**src/rtl/reg_file_alu_pkg.sv**
```systemverilog
// Shared types and constants for the reg_file_alu control sequencer.
// Holds the instruction field layout, opcodes, ALU selects, FSM states and control bundle.
package reg_file_alu_pkg;

  localparam int unsigned PC_W    = 8;
  localparam int unsigned INSTR_W = 16;
  localparam int unsigned REG_AW  = 4;
  localparam int unsigned IMM_W   = 8;
  localparam int unsigned RET_W   = 8;

  localparam int unsigned OP_MSB  = 15;
  localparam int unsigned OP_LSB  = 12;
  localparam int unsigned A_MSB   = 11;
  localparam int unsigned A_LSB   = 8;
  localparam int unsigned B_MSB   = 7;
  localparam int unsigned B_LSB   = 4;
  localparam int unsigned C_MSB   = 3;
  localparam int unsigned C_LSB   = 0;
  localparam int unsigned IMM_MSB = 7;
  localparam int unsigned IMM_LSB = 0;

  typedef enum logic [3:0] {
    OP_NOP  = 4'h0,
    OP_ADD  = 4'h1,
    OP_SUB  = 4'h2,
    OP_AND  = 4'h3,
    OP_OR   = 4'h4,
    OP_ADDI = 4'h5,
    OP_LI   = 4'h6,
    OP_BEQZ = 4'h7,
    OP_JMP  = 4'h8,
    OP_HALT = 4'hF
  } opcode_t;

  typedef enum logic [1:0] {
    ALU_AND = 2'b00,
    ALU_OR  = 2'b01,
    ALU_ADD = 2'b10,
    ALU_SUB = 2'b11
  } alu_ctrl_t;

  typedef logic [2:0] state_t;
  localparam state_t S_IDLE   = 3'd0;
  localparam state_t S_FETCH  = 3'd1;
  localparam state_t S_DECODE = 3'd2;
  localparam state_t S_EXEC   = 3'd3;
  localparam state_t S_HALT   = 3'd4;

  typedef struct packed {
    logic [REG_AW-1:0] ra1;
    logic [REG_AW-1:0] ra2;
    logic [REG_AW-1:0] wa;
    logic              we;
    logic              alu_src;
    alu_ctrl_t         alu_ctrl;
    logic [IMM_W-1:0]  imm;
  } ctrl_t;

  // Register-register ALU op; writes to x0 are suppressed but WA is still driven.
  function automatic ctrl_t rtype_ctrl(input logic [REG_AW-1:0] rd,
                                       input logic [REG_AW-1:0] rs1,
                                       input logic [REG_AW-1:0] rs2,
                                       input alu_ctrl_t fn);
    ctrl_t c;
    c          = '0;
    c.wa       = rd;
    c.ra1      = rs1;
    c.ra2      = rs2;
    c.we       = (rd != '0);
    c.alu_ctrl = fn;
    return c;
  endfunction

endpackage

```
**src/rtl/reg_file_alu_ctrl_if.sv**
```systemverilog
// Instruction ROM port, datapath control and start/done handshake of the sequencer.
interface reg_file_alu_ctrl_if;
  import reg_file_alu_pkg::*;

  logic               start;
  logic               done;
  logic               illegal;
  logic [PC_W-1:0]    instr_addr;
  logic [INSTR_W-1:0] instr_rdata;
  logic [REG_AW-1:0]  RA1;
  logic [REG_AW-1:0]  RA2;
  logic [REG_AW-1:0]  WA;
  logic               write_enable;
  logic               ALUSrc;
  logic [1:0]         ALUControl;
  logic [IMM_W-1:0]   immediate;
  logic               Zero;
  logic [RET_W-1:0]   retired;

  modport master (
    input  start, instr_rdata, Zero,
    output done, illegal, instr_addr, RA1, RA2, WA, write_enable,
           ALUSrc, ALUControl, immediate, retired
  );

  modport slave (
    output start, instr_rdata, Zero,
    input  done, illegal, instr_addr, RA1, RA2, WA, write_enable,
           ALUSrc, ALUControl, immediate, retired
  );

endinterface

```
**src/rtl/reg_file_alu_decode.sv**
```systemverilog
// Combinational instruction decoder: instruction word to datapath control bundle and flow flags.
module reg_file_alu_decode
  import reg_file_alu_pkg::*;
(
  input  logic [INSTR_W-1:0] instr,
  output ctrl_t              ctrl,
  output logic [PC_W-1:0]    target,
  output logic               is_branch,
  output logic               is_jump,
  output logic               is_halt,
  output logic               is_illegal
);

  logic [3:0]        op;
  logic [REG_AW-1:0] fa;
  logic [REG_AW-1:0] fb;
  logic [REG_AW-1:0] fc;
  logic [IMM_W-1:0]  imm8;

  assign op     = instr[OP_MSB:OP_LSB];
  assign fa     = instr[A_MSB:A_LSB];
  assign fb     = instr[B_MSB:B_LSB];
  assign fc     = instr[C_MSB:C_LSB];
  assign imm8   = instr[IMM_MSB:IMM_LSB];
  assign target = PC_W'(imm8);

  always_comb begin
    ctrl       = '0;
    is_branch  = 1'b0;
    is_jump    = 1'b0;
    is_halt    = 1'b0;
    is_illegal = 1'b0;
    case (op)
      OP_NOP:  ;
      OP_ADD:  ctrl = rtype_ctrl(fa, fb, fc, ALU_ADD);
      OP_SUB:  ctrl = rtype_ctrl(fa, fb, fc, ALU_SUB);
      OP_AND:  ctrl = rtype_ctrl(fa, fb, fc, ALU_AND);
      OP_OR:   ctrl = rtype_ctrl(fa, fb, fc, ALU_OR);
      OP_ADDI: begin
        ctrl          = rtype_ctrl(fa, fa, '0, ALU_ADD);
        ctrl.alu_src  = 1'b1;
        ctrl.imm      = imm8;
      end
      OP_LI: begin
        ctrl          = rtype_ctrl(fa, '0, '0, ALU_ADD);
        ctrl.alu_src  = 1'b1;
        ctrl.imm      = imm8;
      end
      // Zero test: rs + 0 through the ALU, no write-back
      OP_BEQZ: begin
        ctrl.ra1      = fa;
        ctrl.alu_src  = 1'b1;
        ctrl.alu_ctrl = ALU_ADD;
        is_branch     = 1'b1;
      end
      OP_JMP:  is_jump    = 1'b1;
      OP_HALT: is_halt    = 1'b1;
      default: is_illegal = 1'b1;
    endcase
  end

endmodule

```
**src/rtl/reg_file_alu_ctrl.sv**
```systemverilog
// Multi-cycle FETCH/DECODE/EXEC sequencer driving the reg_file_alu datapath from a synchronous ROM.
module reg_file_alu_ctrl
  import reg_file_alu_pkg::*;
(
  input  logic                 CLK,
  input  logic                 RST,
  reg_file_alu_ctrl_if.master  bus
);

  state_t            state, state_nxt;
  logic [PC_W-1:0]   pc, pc_nxt;
  logic [PC_W-1:0]   addr, addr_nxt;
  logic [RET_W-1:0]  retired, retired_nxt;
  ctrl_t             ctrl_q, ctrl_nxt;
  logic              done, done_nxt;
  logic              illegal, illegal_nxt;
  logic              br_q, br_nxt;
  logic              jmp_q, jmp_nxt;
  logic [PC_W-1:0]   tgt_q, tgt_nxt;

  ctrl_t             dec_ctrl;
  logic [PC_W-1:0]   dec_target;
  logic              dec_branch, dec_jump, dec_halt, dec_illegal;

  reg_file_alu_decode u_decode (
    .instr      (bus.instr_rdata),
    .ctrl       (dec_ctrl),
    .target     (dec_target),
    .is_branch  (dec_branch),
    .is_jump    (dec_jump),
    .is_halt    (dec_halt),
    .is_illegal (dec_illegal)
  );

  always_ff @(posedge CLK) begin
    if (RST) begin
      state   <= S_IDLE;
      pc      <= '0;
      addr    <= '0;
      retired <= '0;
      ctrl_q  <= '0;
      done    <= 1'b0;
      illegal <= 1'b0;
      br_q    <= 1'b0;
      jmp_q   <= 1'b0;
      tgt_q   <= '0;
    end else begin
      state   <= state_nxt;
      pc      <= pc_nxt;
      addr    <= addr_nxt;
      retired <= retired_nxt;
      ctrl_q  <= ctrl_nxt;
      done    <= done_nxt;
      illegal <= illegal_nxt;
      br_q    <= br_nxt;
      jmp_q   <= jmp_nxt;
      tgt_q   <= tgt_nxt;
    end
  end

  // Next state plus next values of every registered output; controls are zero outside EXEC.
  always_comb begin
    state_nxt   = state;
    pc_nxt      = pc;
    addr_nxt    = addr;
    retired_nxt = retired;
    ctrl_nxt    = '0;
    done_nxt    = done;
    illegal_nxt = illegal;
    br_nxt      = br_q;
    jmp_nxt     = jmp_q;
    tgt_nxt     = tgt_q;
    case (state)
      S_IDLE, S_HALT: begin
        if (bus.start) begin
          state_nxt   = S_FETCH;
          pc_nxt      = '0;
          addr_nxt    = '0;
          retired_nxt = '0;
          done_nxt    = 1'b0;
          illegal_nxt = 1'b0;
        end
      end
      S_FETCH: state_nxt = S_DECODE;
      S_DECODE: begin
        if (dec_halt || dec_illegal) begin
          state_nxt   = S_HALT;
          done_nxt    = 1'b1;
          illegal_nxt = dec_illegal;
        end else begin
          state_nxt = S_EXEC;
          ctrl_nxt  = dec_ctrl;
          br_nxt    = dec_branch;
          jmp_nxt   = dec_jump;
          tgt_nxt   = dec_target;
        end
      end
      S_EXEC: begin
        state_nxt   = S_FETCH;
        retired_nxt = retired + RET_W'(1);
        if (jmp_q || (br_q && bus.Zero)) pc_nxt = tgt_q;
        else                              pc_nxt = pc + PC_W'(1);
        addr_nxt    = pc_nxt;
      end
      default: state_nxt = S_IDLE;
    endcase
  end

  assign bus.instr_addr   = addr;
  assign bus.retired      = retired;
  assign bus.done         = done;
  assign bus.illegal      = illegal;
  assign bus.RA1          = ctrl_q.ra1;
  assign bus.RA2          = ctrl_q.ra2;
  assign bus.WA           = ctrl_q.wa;
  assign bus.write_enable = ctrl_q.we;
  assign bus.ALUSrc       = ctrl_q.alu_src;
  assign bus.ALUControl   = ctrl_q.alu_ctrl;
  assign bus.immediate    = ctrl_q.imm;

endmodule
```
**src/flat_wrapper.sv**
```systemverilog
// flat-port wrapper written by rule: the top's interface ports become plain ports
module reg_file_alu_ctrl_flat import reg_file_alu_pkg::*;
  (CLK, RST, bus_start, bus_instr_rdata, bus_Zero, bus_done, bus_illegal, bus_instr_addr, bus_RA1, bus_RA2, bus_WA, bus_write_enable, bus_ALUSrc, bus_ALUControl, bus_immediate, bus_retired);
  reg_file_alu_ctrl_if bus_i ();
  input  logic CLK;
  input  logic RST;
  input wire logic [$bits(bus_i.start)-1:0] bus_start;
  input wire logic [$bits(bus_i.instr_rdata)-1:0] bus_instr_rdata;
  input wire logic [$bits(bus_i.Zero)-1:0] bus_Zero;
  output wire logic [$bits(bus_i.done)-1:0] bus_done;
  output wire logic [$bits(bus_i.illegal)-1:0] bus_illegal;
  output wire logic [$bits(bus_i.instr_addr)-1:0] bus_instr_addr;
  output wire logic [$bits(bus_i.RA1)-1:0] bus_RA1;
  output wire logic [$bits(bus_i.RA2)-1:0] bus_RA2;
  output wire logic [$bits(bus_i.WA)-1:0] bus_WA;
  output wire logic [$bits(bus_i.write_enable)-1:0] bus_write_enable;
  output wire logic [$bits(bus_i.ALUSrc)-1:0] bus_ALUSrc;
  output wire logic [$bits(bus_i.ALUControl)-1:0] bus_ALUControl;
  output wire logic [$bits(bus_i.immediate)-1:0] bus_immediate;
  output wire logic [$bits(bus_i.retired)-1:0] bus_retired;
  assign bus_i.start = bus_start;
  assign bus_i.instr_rdata = bus_instr_rdata;
  assign bus_i.Zero = bus_Zero;
  assign bus_done = bus_i.done;
  assign bus_illegal = bus_i.illegal;
  assign bus_instr_addr = bus_i.instr_addr;
  assign bus_RA1 = bus_i.RA1;
  assign bus_RA2 = bus_i.RA2;
  assign bus_WA = bus_i.WA;
  assign bus_write_enable = bus_i.write_enable;
  assign bus_ALUSrc = bus_i.ALUSrc;
  assign bus_ALUControl = bus_i.ALUControl;
  assign bus_immediate = bus_i.immediate;
  assign bus_retired = bus_i.retired;
  reg_file_alu_ctrl u_core (.CLK(CLK), .RST(RST), .bus(bus_i));
endmodule
```
**config.mk**
```make
export PLATFORM = sky130hd
export DESIGN_NAME = reg_file_alu_ctrl_flat
export DESIGN_NICKNAME = d
export VERILOG_FILES = /design/src/rtl/reg_file_alu_pkg.sv /design/src/rtl/reg_file_alu_ctrl_if.sv /design/src/rtl/reg_file_alu_decode.sv /design/src/rtl/reg_file_alu_ctrl.sv /design/src/flat_wrapper.sv
export SDC_FILE = /design/constraint.sdc
export NUM_CORES = 1
export LEC_CHECK = 0
export ABC_AREA = 1
export CAP_MARGIN = 15
export CORE_MARGIN = 2
export CORE_UTILIZATION = 54
export DETAILED_ROUTE_END_ITERATION = 16
export PLACE_DENSITY = 0.94
export SYNTH_ARGS = -nofsm -noshare
export SYNTH_HDL_FRONTEND = slang
export SYNTH_HIERARCHICAL = 1
export SYNTH_SLANG_ARGS = --single-unit
```
**constraint.sdc**
```tcl
create_clock -name CLK -period 4.2 [get_ports CLK]
set_input_delay 0.84 -clock CLK [delete_from_list [all_inputs] [get_ports CLK]]
set_output_delay 0.84 -clock CLK [all_outputs]
set_load 0.005 [all_outputs]
```
==> run_results.csv, run 1 <==
group,metric,value,unit
yosys,synth.net_count,399,
global_route,grt_use_total,21.81,%
placement,globalplace.congestion,0.9396,
pwr,power.sequential.fraction,53.8,%
yosys,post_synth_edffs,0,
timing,final_max_slew_viol_count,0,
cells_and_area,nets,452,
timing,worstMarginPinSlew,0.5417,ns
yosys,synth_seq_area_share,40.46,%
yosys,syn_area,2721,um2
global_route,grt_antenna_before_repair,0,
pwr,clkPwrFrac,30.6,%
pwr,cellInternalPower,730.7,uW
global_route,top_usage_layer_grt,"met2",
global_route,leftover_overflow_at_the_end_of_global_routing,0,
cts,cts.repair_timing.setup_buffer_count,0,
timing,hold_ws,0.4727,ns
cells_and_area,synth_to_layout_area_growth,24.78,%
cts,numCtsBuffers,5,
setup_path,r2r_slack,2.72,ns
die,start_util,56.86,%
timing,finalSetupViolations,0,
run,maxCapViolCount,0,
timing,max_freq,0.3990,GHz
timing,total_neg_setup_slack,0,ns
placement,portbufs,61,
route,route.detailed.drc,0,
die,top_level_ports,62,
route,antenna_left,0,
pwr,power_density,300.2,nW/um2
setup_path,worstPathRequired,4.45,ns
yosys,avg_cell_area_syn,7.218,um2
min_path,holdCritPathClass,"reg2reg",
die,die_height,74.99,um
cts,latest_clock_arrival_within_the_worst_skew_pair,0.32,ns
timing,skew,0.009210,ns
route,viasPerCell,4.908,
yosys,postSynth.asyncResetShare,0,%
yosys,yosysWarningCount,6,
timing,maxSlewHeadroom,63.89,%
yosys,postSynthCellCount,377,
pwr,p_switching,288.6,uW
route,wl,5781,um
pwr,p_comb_share,15.7,%
timing,grt_setup_unrepaired,"false",
setup_path,worst_setup_path_endpoint,"u_core/bus.immediate[1]",
route,drtPass1Iterations,4,
setup_path,critPathArrivalTime,2.76,ns
global_route,global_route.usage.met3,4.819,%
global_route,grt_max_degree,25,
yosys,synth-seq-cells,55,
cts,path_clk_slew,0.10,ns
cts,cts.sinks,55,
setup_path,ff2ff_path_depth,7,
yosys,most_frequently_used_flop_master_after_synthesis,"dfxtp_1",
cts,cts-root-buf,"clkbuf_8",
yosys,yosys.cell_types.count,31,
die,number_of_rows_created_at_floorplan,25,
pwr,power.share.switching,28.32,%
run_status,run_status,"finished, final reports clean",
pwr,total_leakage_power,0.001384,uW
die,die_width,74.99,um
setup_path,critPathLaunchType,"input port",
cts,clk_path_buf_depth,2,
global_route,grt_first_pass_wirelength,9411,um
pwr,worst_ir_drop_vdd,190.0,uV
global_route,grt_util_met2,35.58,%
placement,dp.final_hpwl,4268,um
setup_path,timing.rr.end,"u_core/bus.immediate[1]",
timing,layout_min_cycle_time,2.506,ns
setup_path,crit_path_start,"bus_instr_rdata[12]",
cts,cts_hold_buffers,0,
route,detailedRoute.firstIterationViolations,127,
cells_and_area,antennaDiodeCount,0,
route,detailroute.via_count,2444,
cts,cts-resized-gates,0,
cts,h_tree_depth,2,
setup_path,worst_setup_path_end_kind,"flip-flop",
route,avgRoutedWirePerCell,11.61,um
timing,report.final.hold_viol_count,0,
die,design.die.area,5624,um2
setup_path,cp_max_fo,24,
global_route,first_global_vias,2171,
timing,period_share,59.67,%
global_route,global_route_met1_usage,27.17,%
cells_and_area,final_layout_size_suffix_gt1_share,16.47,%
die,core_area,4786,um2
setup_path,timing_worst_setup_path_type,"in2reg",
cts,tritoncts_clock_tree,"built",
setup_path,worstReg2RegStart,"u_core/state[0]",
==> logic make-up (layout without fill, tap and decap cells) <==
logic type | count (synthesis) | after routing | synth area share, %
DFF | 55 | 55 | 40.46
xor gates and xnor gates | 2 | 2 | 0.6438
buffers and inverters | 72 | 126 | 12.55
adders and majority gates | 2 | 2 | 0.9194
AOI/OAI and AO/OA | 48 | 48 | 10.67
and+or+nand+nor | 198 | 198 | 34.76
==> critical path, cell delays in order <==
cell,delay (ns)
clkdlybuf4s50_1,0.47
nor2_1,0.25
nand2_1,0.11
nand2_1,0.08
nor2_1,0.06
nor2_1,0.19
nand2_4,0.13
inv_2,0.20
nand2_4,0.25
nor2_1,0.18
==> synthesized netlist by cell type, types with 2 or more instances <==
cell     count  area share, %
ha_1         2           0.92
xor2_1       2           0.64
dfxtp_1     55             40
nor2_1      68            9.4
nand2_1     71            9.8
a21oi_2     11            3.5
nand2_4      7            2.9
inv_2        6           0.83
buf_6        4            1.7
nor2_2      22            5.1
o21ai_1      2           0.37
nor3_2       2           0.74
o21ai_0     22            4.0
buf_4        9            2.5
nand2_2      8            1.8
inv_1       49            6.8
nand3_1     14            2.6
a21oi_1     10            1.8
==> power by group through the flow <==
stage          Sequential [uW]  Combinational [uW]  Clock [uW]
2_1_floorplan              558                 118           0
3_3_place_gp               559                 153           0
6_report                   548                 160         312
4_1_cts                    548                 159         318
5_1_grt                    550                 177         338
3_5_place_dp               560                 158           0
==> placed cells by master, fill, tap and decap left out, types with 2 or more instances in the layout <==
cell	synthesis	final
a21oi_1	10	10
nor2_2	22	22
nand3_1	14	14
clkbuf_8	0	6
ha_1	2	2
nor2_1	68	68
o21ai_1	2	2
nand2_2	8	8
nand2_4	7	7
nor3_2	2	2
a21oi_2	11	11
xor2_1	2	2
inv_1	49	49
clkdlybuf4s50_1	0	61
nand2_1	71	71
inv_2	6	6
dfxtp_1	55	55
o21ai_0	22	22
==> sequential cells by signal (all words and copies together), names as in the netlist, 3 cells and up <==
name                   count
u_core/bus.RA2             4
u_core/tgt_q               8
u_core/bus.RA1             4
u_core/bus.instr_addr      8
u_core/bus.retired         8
u_core/bus.immediate       8
u_core/bus.WA              4
u_core/state               3
==> per-layer routing <==
metal,routed length [um],share of wire [%],up-vias
met5,0,0,-
met4,118,2.0,0
met3,266,4.6,11
met2,2782,48,60
met1,2614,45,1128
li1,-,-,1245
==> worst min path at each step <==
stage	start	cells past startpoint	slack, ns	end
final	u_core/bus.done	2	0.47	u_core/bus.done
after global routing	u_core/bus.illegal	2	0.48	u_core/bus.illegal
after CTS	u_core/bus.done	2	0.47	u_core/bus.done
after detailed placement	u_core/bus.done	2	0.46	u_core/bus.done
after global placement	u_core/bus.done	2	0.46	u_core/bus.done
after floorplan	u_core/tgt_q[2]	2	0.43	u_core/tgt_q[2]
==> layout make-up <==
type,instances,area [um2]
Clock inverter,2,16.27
Tap cell,67,83.83
Fill cell,367,1390
Multi-Input combinational cell,250,1279
Sequential cell,55,1101
Inverter,56,215.2
Clock buffer,6,82.58
Timing Repair Buffer,62,618.1
==> metrics by stage <==
| step | setup WS, ns | area [um2] | std cells | util (%) | power, uW |
|---|---|---|---|---|---|
| 3_5_place_dp | 1.381 | 3297 | 490 | 68.89 | 717.5 |
| 2_1_floorplan | 2.254 | 2721 | 377 | - | 676.6 |
| 6_report | 1.694 | 3396 | 498 | 70.95 | 1019 |
| 5_1_grt | 1.517 | 3396 | 498 | 70.95 | 1065 |
| 4_1_cts | 1.710 | 3396 | 498 | 70.95 | 1025 |
| 3_3_place_gp | 1.475 | 3297 | 490 | 68.89 | 712.6 |
(Power assumes the default switching activity.)
==> inputs of run 2 (changes only) <==
--- a/config.mk
+++ b/config.mk
@@ -8,9 +8,9 @@
 export ABC_AREA = 1
 export CAP_MARGIN = 15
 export CORE_MARGIN = 2
-export CORE_UTILIZATION = 54
+export CORE_UTILIZATION = 50
 export DETAILED_ROUTE_END_ITERATION = 16
-export PLACE_DENSITY = 0.94
+export PLACE_DENSITY = 0.89
 export SYNTH_ARGS = -nofsm -noshare
 export SYNTH_HDL_FRONTEND = slang
 export SYNTH_HIERARCHICAL = 1
==> constraint.sdc (replaced) <==
create_clock -name CLK -period 2.4 [get_ports CLK]
set_input_delay 0.48 -clock CLK [delete_from_list [all_inputs] [get_ports CLK]]
set_output_delay 0.48 -clock CLK [all_outputs]
set_load 0.005 [all_outputs]
==> run_results.csv, run 2 (synthesis results as in run 1) <==
group,metric,value,unit
cts,cts-root-buf,"clkbuf_8",
cts,path_clk_slew,0.09,ns
cells_and_area,layout.filler_cells,447,
die,top_level_ports,62,
cells_and_area,mostFrequentLayoutCells,"nand2_1 (71), nor2_1 (68), clkdlybuf4s50_1 (61)",
cts,tritoncts_clock_tree,"built",
pwr,power.share.switching,27.62,%
timing,total_neg_setup_slack,0,ns
global_route,grt_max_degree,25,
global_route,grt_antenna_before_repair,0,
cells_and_area,synth_to_layout_area_growth,25.89,%
run,maxCapViolCount,0,
setup_path,worst_setup_path_end_kind,"flip-flop",
timing,layout_min_cycle_time,1.892,ns
pwr,power_density,515.0,nW/um2
pwr,cellInternalPower,1277,uW
min_path,holdCritPathClass,"reg2reg",
global_route,leftover_overflow_at_the_end_of_global_routing,0,
die,die_height,77.78,um
cts,cts.repair_timing.setup_buffer_count,0,
pwr,power.sequential.fraction,54.4,%
route,antenna_left,0,
global_route,grt_first_pass_wirelength,9425,um
setup_path,critPathLaunchType,"input port",
timing,worstMarginPinSlew,0.3654,ns
placement,dp.final_hpwl,4315,um
cells_and_area,post_layout_nonfiller_instances,505,
die,start_util,52.61,%
global_route,grt_use_total,19.32,%
timing,finalSetupViolations,0,
placement,portbufs,61,
cts,clk_path_buf_depth,2,
setup_path,timing_worst_setup_path_type,"in2reg",
pwr,total_leakage_power,0.001408,uW
route,met2RoutedLength,2684,um
cells_and_area,final_core_util,66.23,%
setup_path,worstPathRequired,2.65,ns
die,core_area,5172,um2
timing,skew,0.002752,ns
timing,grt_setup_unrepaired,"false",
run_status,run_status,"finished, final reports clean",
cts,h_tree_depth,2,
placement,globalplace.congestion,0.8956,
setup_path,critical-path-slowest-cell,"clkdlybuf4s50_1",
cts,cts_hold_buffers,0,
cts,cts-resized-gates,0,
timing,period_share,78.84,%
cells_and_area,nets,457,
placement,placedInstanceArea,3338,um2
die,design.die.area,6049,um2
setup_path,critPathArrivalTime,2.14,ns
cells_and_area,antennaDiodeCount,0,
route,drtPass1Iterations,4,
cells_and_area,final_layout_size_suffix_gt1_share,17.24,%
timing,max_freq,0.5285,GHz
route,route.detailed.drc,0,
route,met3WireLength,310,um
route,wl,5636,um
cells_and_area,stdcell_area,3426,um2
setup_path,critical_path.max_stage_delay,0.54,ns
route,top_layer_used,"met4",
timing,final_max_slew_viol_count,0,
route,viasPerCell,4.741,
pwr,p_comb_share,16.1,%
setup_path,ff2ff_path_depth,7,
timing,maxSlewHeadroom,75.62,%
setup_path,cp_max_fo,24,
cts,latest_clock_arrival_within_the_worst_skew_pair,0.31,ns
placement,post-place-cells,498,
pwr,clkPwrFrac,29.6,%
cts,cts.sinks,55,
route,detailedRoute.firstIterationViolations,120,
setup_path,path_cells,"clkdlybuf4s50_1 > nand2_1 > inv_1 > nand2_1 > nand2_1 > nor2_1 > nor2_1 > nand2_4 > inv_2 > nand2_4 > nor2_1",
timing,report.final.hold_viol_count,0,
route,wl_met1,2584,um
min_path,holdPathStages,2,
cts,numCtsBuffers,5,
route,avgRoutedWirePerCell,11.16,um
die,number_of_rows_created_at_floorplan,26,
pwr,p_switching,487.4,uW
cells_and_area,most_common_cell_after_layout_fill_and_taps_aside,"nand2_1",
global_route,first_global_vias,2196,
die,die_width,77.78,um
route,detailroute.via_count,2394,
timing,hold_ws,0.4705,ns
pwr,worst_ir_drop_vdd,246.5,uV
## run 2: worst paths after layout
kind | from | end | slack (ns)
worst min register to register | u_core/bus.done | u_core/bus.done | 0.47
worst max-delay path | bus_instr_rdata[13] | u_core/bus.immediate[3] | 0.51
worst min-delay path | u_core/bus.done | u_core/bus.done | 0.47
worst max register to register | u_core/state[0] | u_core/bus.immediate[3] | 1.06
## run 2: metrics by stage
step,total power [uW],worst slack [ns]
3_5_place_dp,1265,0.1735
3_3_place_gp,1255,0.2458
5_1_grt,1848,0.3184
4_1_cts,1783,0.5022
6_report,1764,0.5080
2_1_floorplan,1184,0.8139
## run 2: cell type report
cell class | count | area (um2) | area share, %
timing repair buffer | 67 | 655.6 | 19.14
inverter | 56 | 215.2 | 6.282
multi-input combinational | 250 | 1279 | 37.33
tap | 70 | 87.58 | 2.557
clock inverter | 1 | 5.005 | 0.1461
clock buffer | 6 | 82.58 | 2.411
sequential | 55 | 1101 | 32.14
## run 2: metal layers
metal | GRT usage, % | vias to the layer above
li1 | - | 1258
met1 | 23.29 | 1067
met2 | 32.76 | 64
met3 | 5.465 | 5
met4 | 6.786 | 0
met5 | 0 | -
## run 2: power groups by stage
stage / Clock [uW] / Sequential, uW / Combinational (uW)
2_1_floorplan: 0 / 977 / 207
3_3_place_gp: 0 / 978 / 277
3_5_place_dp: 0 / 981 / 284
4_1_cts: 538 / 959 / 285
5_1_grt: 569 / 963 / 315
6_report: 522 / 959 / 283
## run 2: worst max-delay path, delay by kind of cell
family | cells | cell delay [ns]
simple gates | 8 | 0.94
buf+inv | 3 | 0.71
==> variant 1: new RTL, config.mk and constraints of run 2 <==
`addr` no longer has a reset.
--- a/src/rtl/reg_file_alu_ctrl.sv
+++ b/src/rtl/reg_file_alu_ctrl.sv
@@ -38,3 +38,2 @@
       pc      <= '0;
-      addr    <= '0;
       retired <= '0;
@@ -49,3 +48,2 @@
       pc      <= pc_nxt;
-      addr    <= addr_nxt;
       retired <= retired_nxt;
@@ -58,2 +56,6 @@
     end
+  end
+
+  always_ff @(posedge CLK) begin
+    addr <= addr_nxt;
   end
Formal check against the unedited RTL: differs if RST is asserted again (counterexample within 10 cycles, from zero or initial values and one cycle with RST high); with RST held inactive, the same outputs for 10 cycles.
==> variant 1 against run 2 <==
Final area grew 7.7%. Clock skew grew 0.0084 ns. Clock power grew 67%. Worst setup slack lost 0.059 ns. Routed wire length grew 7.6%. Area after synthesis grew 6.2%. Power grew 31%. Global-route usage grew 1.5 points. Register-to-register slack lost 0.09 ns. Sequential cell count grew 8. Sequential share of layout area grew 4.2 points. Via count grew 6.0%. Fmax shrank 3.0%. Sequential power grew 18%. Critical endpoint is now u_core/bus.WA[0]$_SDFF_PP0_.
==> variant 1: results (changes against run 2) <==
[run_status]
status = completed

[power_and_ir_drop]
p_leak_nw = 1.59  ; +13%
vdd_drop_max_mv = 0.333  ; +35%

[critical_path]
startpoint = bus_instr_rdata[12]
timing.rr.end = u_core/pc[7]$_SDFFE_PP0P_
r2r_start = u_core/state[2]$_SDFFE_PP0P_
setup.worst_path.end = u_core/bus.WA[0]$_SDFF_PP0_
reg2reg_slack_ns = 0.97  ; -0.09 ns
ff2ff_path_depth = 6  ; -1
cp.arrival_ns = 2.22  ; +0.08 ns
cp_max_fo = 24  ; unchanged

[worst_hold_path]
min_from = u_core/bus.illegal$_SDFFE_PP0P_
hp-class = reg -> reg
min_path_cells = 2  ; unchanged
whs_endpoint = u_core/bus.illegal$_SDFFE_PP0P_

[logic_synthesis]
ys_seq_area_share_pct = 46.4  ; +6.0 points
synth_top_cells_by_count = nand2_1 (85), nor2_1 (85), inv_1 (57), dfxtp_1 (55), o21ai_0 (19)
synth_cells = 399  ; +5.8%
synth.distinct_cells = 30  ; -3.2%
synth_edf_count = 8  ; +8
synth_fp_nets = 421  ; +5.5%
synth_area_leaders = dfxtp_1 (38%), nand2_1 (11%), nor2_1 (11%), edfxtp_1 (8.3%), inv_1 (7.4%)
synth_ff_type = dfxtp_1
ys_warn_count = 6  ; unchanged
async_flop_share_pct = 0  ; unchanged

[placed_design]
gp_congestion = 0.846  ; -5.6%
placed_cells = 519  ; +4.2%
hpwl_mm = 4.47  ; +3.6%
io_buffers = 61  ; unchanged

[clock_network]
cts_buffers = 9  ; +4
cts_setup_buffers = 0  ; unchanged
clk_pin_slew_worst_paths_ns = 0.07  ; -0.02 ns
cts-root-buf = clkbuf_8
clock_latency_ns = 0.34  ; +0.03 ns
h-tree-depth = 3  ; +1
ctsResizeCount = 0  ; unchanged
clockBufferDepth = 2  ; unchanged

[global_route]
antenna_found_initial = 0  ; unchanged
grt_pass1_vias = 2464  ; +12%
grt_pass1_wl_mm = 10.2  ; +8.6%
grt_start_max_net_pins = 25  ; unchanged
grt_use_total_pct = 20.8  ; +1.5 points

[route]
first_pass_iters = 5  ; +1
wl_per_cell_um = 11.3  ; +1.6%
viasPerCell = 4.74  ; about the same
drt-total-wl_mm = 6.06  ; +7.6%
drt_iter0_markers = 135  ; +13%

[final_layout]
diodes = 0  ; unchanged
nets = 480  ; +5.0%
n_fill_cell = 453  ; +1.3%
drive_above_1_share_pct = 10.4  ; -6.9 points

[sta]
fin_skew_ns = 0.0111  ; +0.00839 ns
worstMarginPinSlew_ns = 0.475  ; +0.109 ns

-- variant 1: layout make-up --
class,instances,area share (%)
flip-flops and latches,63,36.3
multi-input cells,256,31.8
repair buffers,65,17.7
inverters,63,6.54
clock buffers,12,4.51
well taps,72,2.44
clock inverters,4,0.678
-- variant 1: cell families (layout without fill, tap and decap cells) --
family                     after synthesis  count (layout)  share of synthesized area, %
AOI/OAI and AO/OA                       40              40                          7.32
xor gates and xnor gates                 2               2                         0.606
adders and majority gates                2               2                         0.866
buffers and inverters                   80             144                          12.9
DFF                                     63              63                          46.4
and+or+nand+nor                        212             212                          31.8
-- variant 1: metrics by stage --
step,hold WS [ns],setup slack [ns],util [%],cell area (um^2)
5_1_grt,0.489,0.250,66.6,3690
2_1_floorplan,0.456,0.870,-,2890
3_5_place_dp,0.456,0.101,63.2,3500
6_report,0.465,0.449,66.6,3690
3_3_place_gp,0.456,0.185,63.2,3500
4_1_cts,0.466,0.453,66.6,3690
-- variant 1: layer usage --
layer / track usage (%) / vias to the layer above / wire length [um]
met3: 7.81 / 13 / 389
met2: 35.0 / 66 / 2990
met5: 0 / - / 0
li1: - / 1325 / -
met4: 12.4 / 0 / 150
met1: 22.1 / 1133 / 2540
-- variant 1: critical path: stages --
cell and delay (ns):
clkdlybuf4s50_1 0.54, nand2_1 0.10, inv_1 0.07, nand2_1 0.06
nand2_1 0.06, nor2_1 0.05, nor2_1 0.13, nand2_2 0.14
inv_2 0.20, nand2_2 0.09, buf_12 0.18, nor2_1 0.10
-- variant 1: power breakdown --
part           internal, mW  switching, mW
Clock                 0.465          0.409
Sequential             1.11         0.0220
Combinational         0.126          0.174
Total                  1.70          0.605
==> variant 2: new RTL, flow settings as in run 2 <==
Without the edit above. Make the reset (`RST`) asynchronous in one clocked block.
--- a/src/rtl/reg_file_alu_ctrl.sv
+++ b/src/rtl/reg_file_alu_ctrl.sv
@@ -34,3 +34,3 @@
 
-  always_ff @(posedge CLK) begin
+  always_ff @(posedge CLK or posedge RST) begin
     if (RST) begin
Behaviour: differs if RST is asserted again (counterexample within 4 cycles, from zero or initial values and one cycle with RST high); with RST held inactive, the same outputs for 10 cycles.
==> variant 2 against run 2 <==
Worst setup slack improved by 0.030 ns. Routed wire length rose by 8.0%. Hold slack improved by 0.0080 ns. Sequential cell count did not move. Area after synthesis rose by 2.4%. Final area rose by 2.7%. Synthesized cell count fell by 1.6%.
Power is not compared: it rests on default switching activity, and its combinational part moved more than twofold at a synthesized area within 25%.
==> variant 2: results (changes against run 2) <==
[run_status]
status = completed

[sta]
hold_slack_ns = 0.479  ; +0.00800 ns
worstMarginPinSlew_ns = 0.549  ; +0.184 ns
period_share_pct = 77.6  ; -1.3 points
fin_skew_ns = 0.00740  ; +0.00465 ns

[worst_hold_path]
min_from = u_core/br_q$_DFFE_PP0P_
whs_endpoint = u_core/br_q$_DFFE_PP0P_
min_path_cells = 2  ; unchanged

[global_route]
grt_use_total_pct = 20.8  ; +1.5 points
met3_usage_pct = 4.94  ; -0.52 points
grt_pass1_vias = 2323  ; +5.8%
grt_util_met2_pct = 35.9  ; +3.1 points
grt_pass1_wl_mm = 10.4  ; +9.8%
use_met1_pct = 26.9  ; +3.6 points
grt_start_max_net_pins = 34  ; +36%

[critical_path]
reg2reg_slack_ns = 0.96  ; -0.10 ns
ff2ff_path_depth = 4  ; -3
critPathMaxStageDelay_ns = 0.46  ; -0.08 ns
timing.rr.end = u_core/bus.instr_addr[1]$_DFFE_PP0P_
cp.arrival_ns = 2.11  ; -0.03 ns
cp_max_fo = 17  ; -29%
r2r_start = u_core/br_q$_DFFE_PP0P_
setup.worst_path.end = u_core/bus.illegal$_DFFE_PP0P_

[placed_design]
hpwl_mm = 4.56  ; +5.6%
place_area_mm2 = 0.00344  ; +3.0%
io_buffers = 61  ; unchanged
dpl_worst_slack_ns = 0.226  ; +0.0530 ns
placed_cells = 492  ; -1.2%
gp_congestion = 0.868  ; -3.1%

[route]
wl_per_cell_um = 12.2  ; +9.1%
drt_iter0_markers = 169  ; +41%
vias = 2469  ; +3.1%

[clock_network]
h-tree-depth = 2  ; unchanged
ctsResizeCount = 0  ; unchanged

[final_layout]
diodes = 0  ; unchanged
drive_above_1_share_pct = 6.31  ; -11 points
n_fill_cell = 457  ; +2.2%
nets = 449  ; -1.8%
instances_no_fill = 500  ; -0.99%

[logic_synthesis]
synth.distinct_cells = 28  ; -9.7%
async_flop_share_pct = 100  ; +100 points
yosys.area_share.adder_pct = 0.898  ; -0.021 points
synth.area.mux_share_pct = 0  ; unchanged
synth_area_leaders = dfrtp_1 (49%), nand2_1 (17%), nor2_1 (9.2%), inv_1 (4.6%), nand3_1 (4.1%)
ys_seq_area_share_pct = 49.4  ; +8.9 points
synth_fp_nets = 393  ; -1.5%
synthXorXnorAreaFrac_pct = 0.943  ; +0.30 points
synth_top_cells_by_count = nand2_1 (128), nor2_1 (68), dfrtp_1 (55), inv_1 (34), nand3_1 (23)
avgSynthCellArea_um2 = 7.51  ; +4.0%
synth_compound_area_share_pct = 5.48  ; -5.2 points

[power_and_ir_drop]
p_leak_nw = 1.79

==> variant 2: kinds of logic (layout without fill, tap and decap cells) <==
group,Yosys count,in the layout
AO/OA/AOI/OAI,27,27
XOR/XNOR,3,3
adder cells (fa/ha/maj),2,2
buffers and inverters,55,112
flip-flops,55,55
AND/OR/NAND/NOR,229,229
==> variant 2: metal layers <==
metal,vias to the layer above,wire [um]
met5,-,0
met4,0,16
met3,2,316
met2,66,3040
met1,1154,2720
li1,1247,-
==> variant 2: final cells by class <==
cell class | instances | area (um^2) | area share [%]
multi-input cells | 261 | 1160 | 32.9
well taps | 72 | 90.1 | 2.56
flip-flops and latches | 55 | 1380 | 39.1
repair buffers | 64 | 658 | 18.7
inverters | 40 | 155 | 4.41
clock inverters | 1 | 5.00 | 0.142
clock buffers | 7 | 76.3 | 2.17
==> variant 2: worst reg2reg max path: cells and delay by family, from the launching register on <==
family / cells / cell delay [ns]
flip-flops: 1 / 0.39
buffers and inverters: 1 / 0.25
AO/OA/AOI/OAI: 3 / 0.72
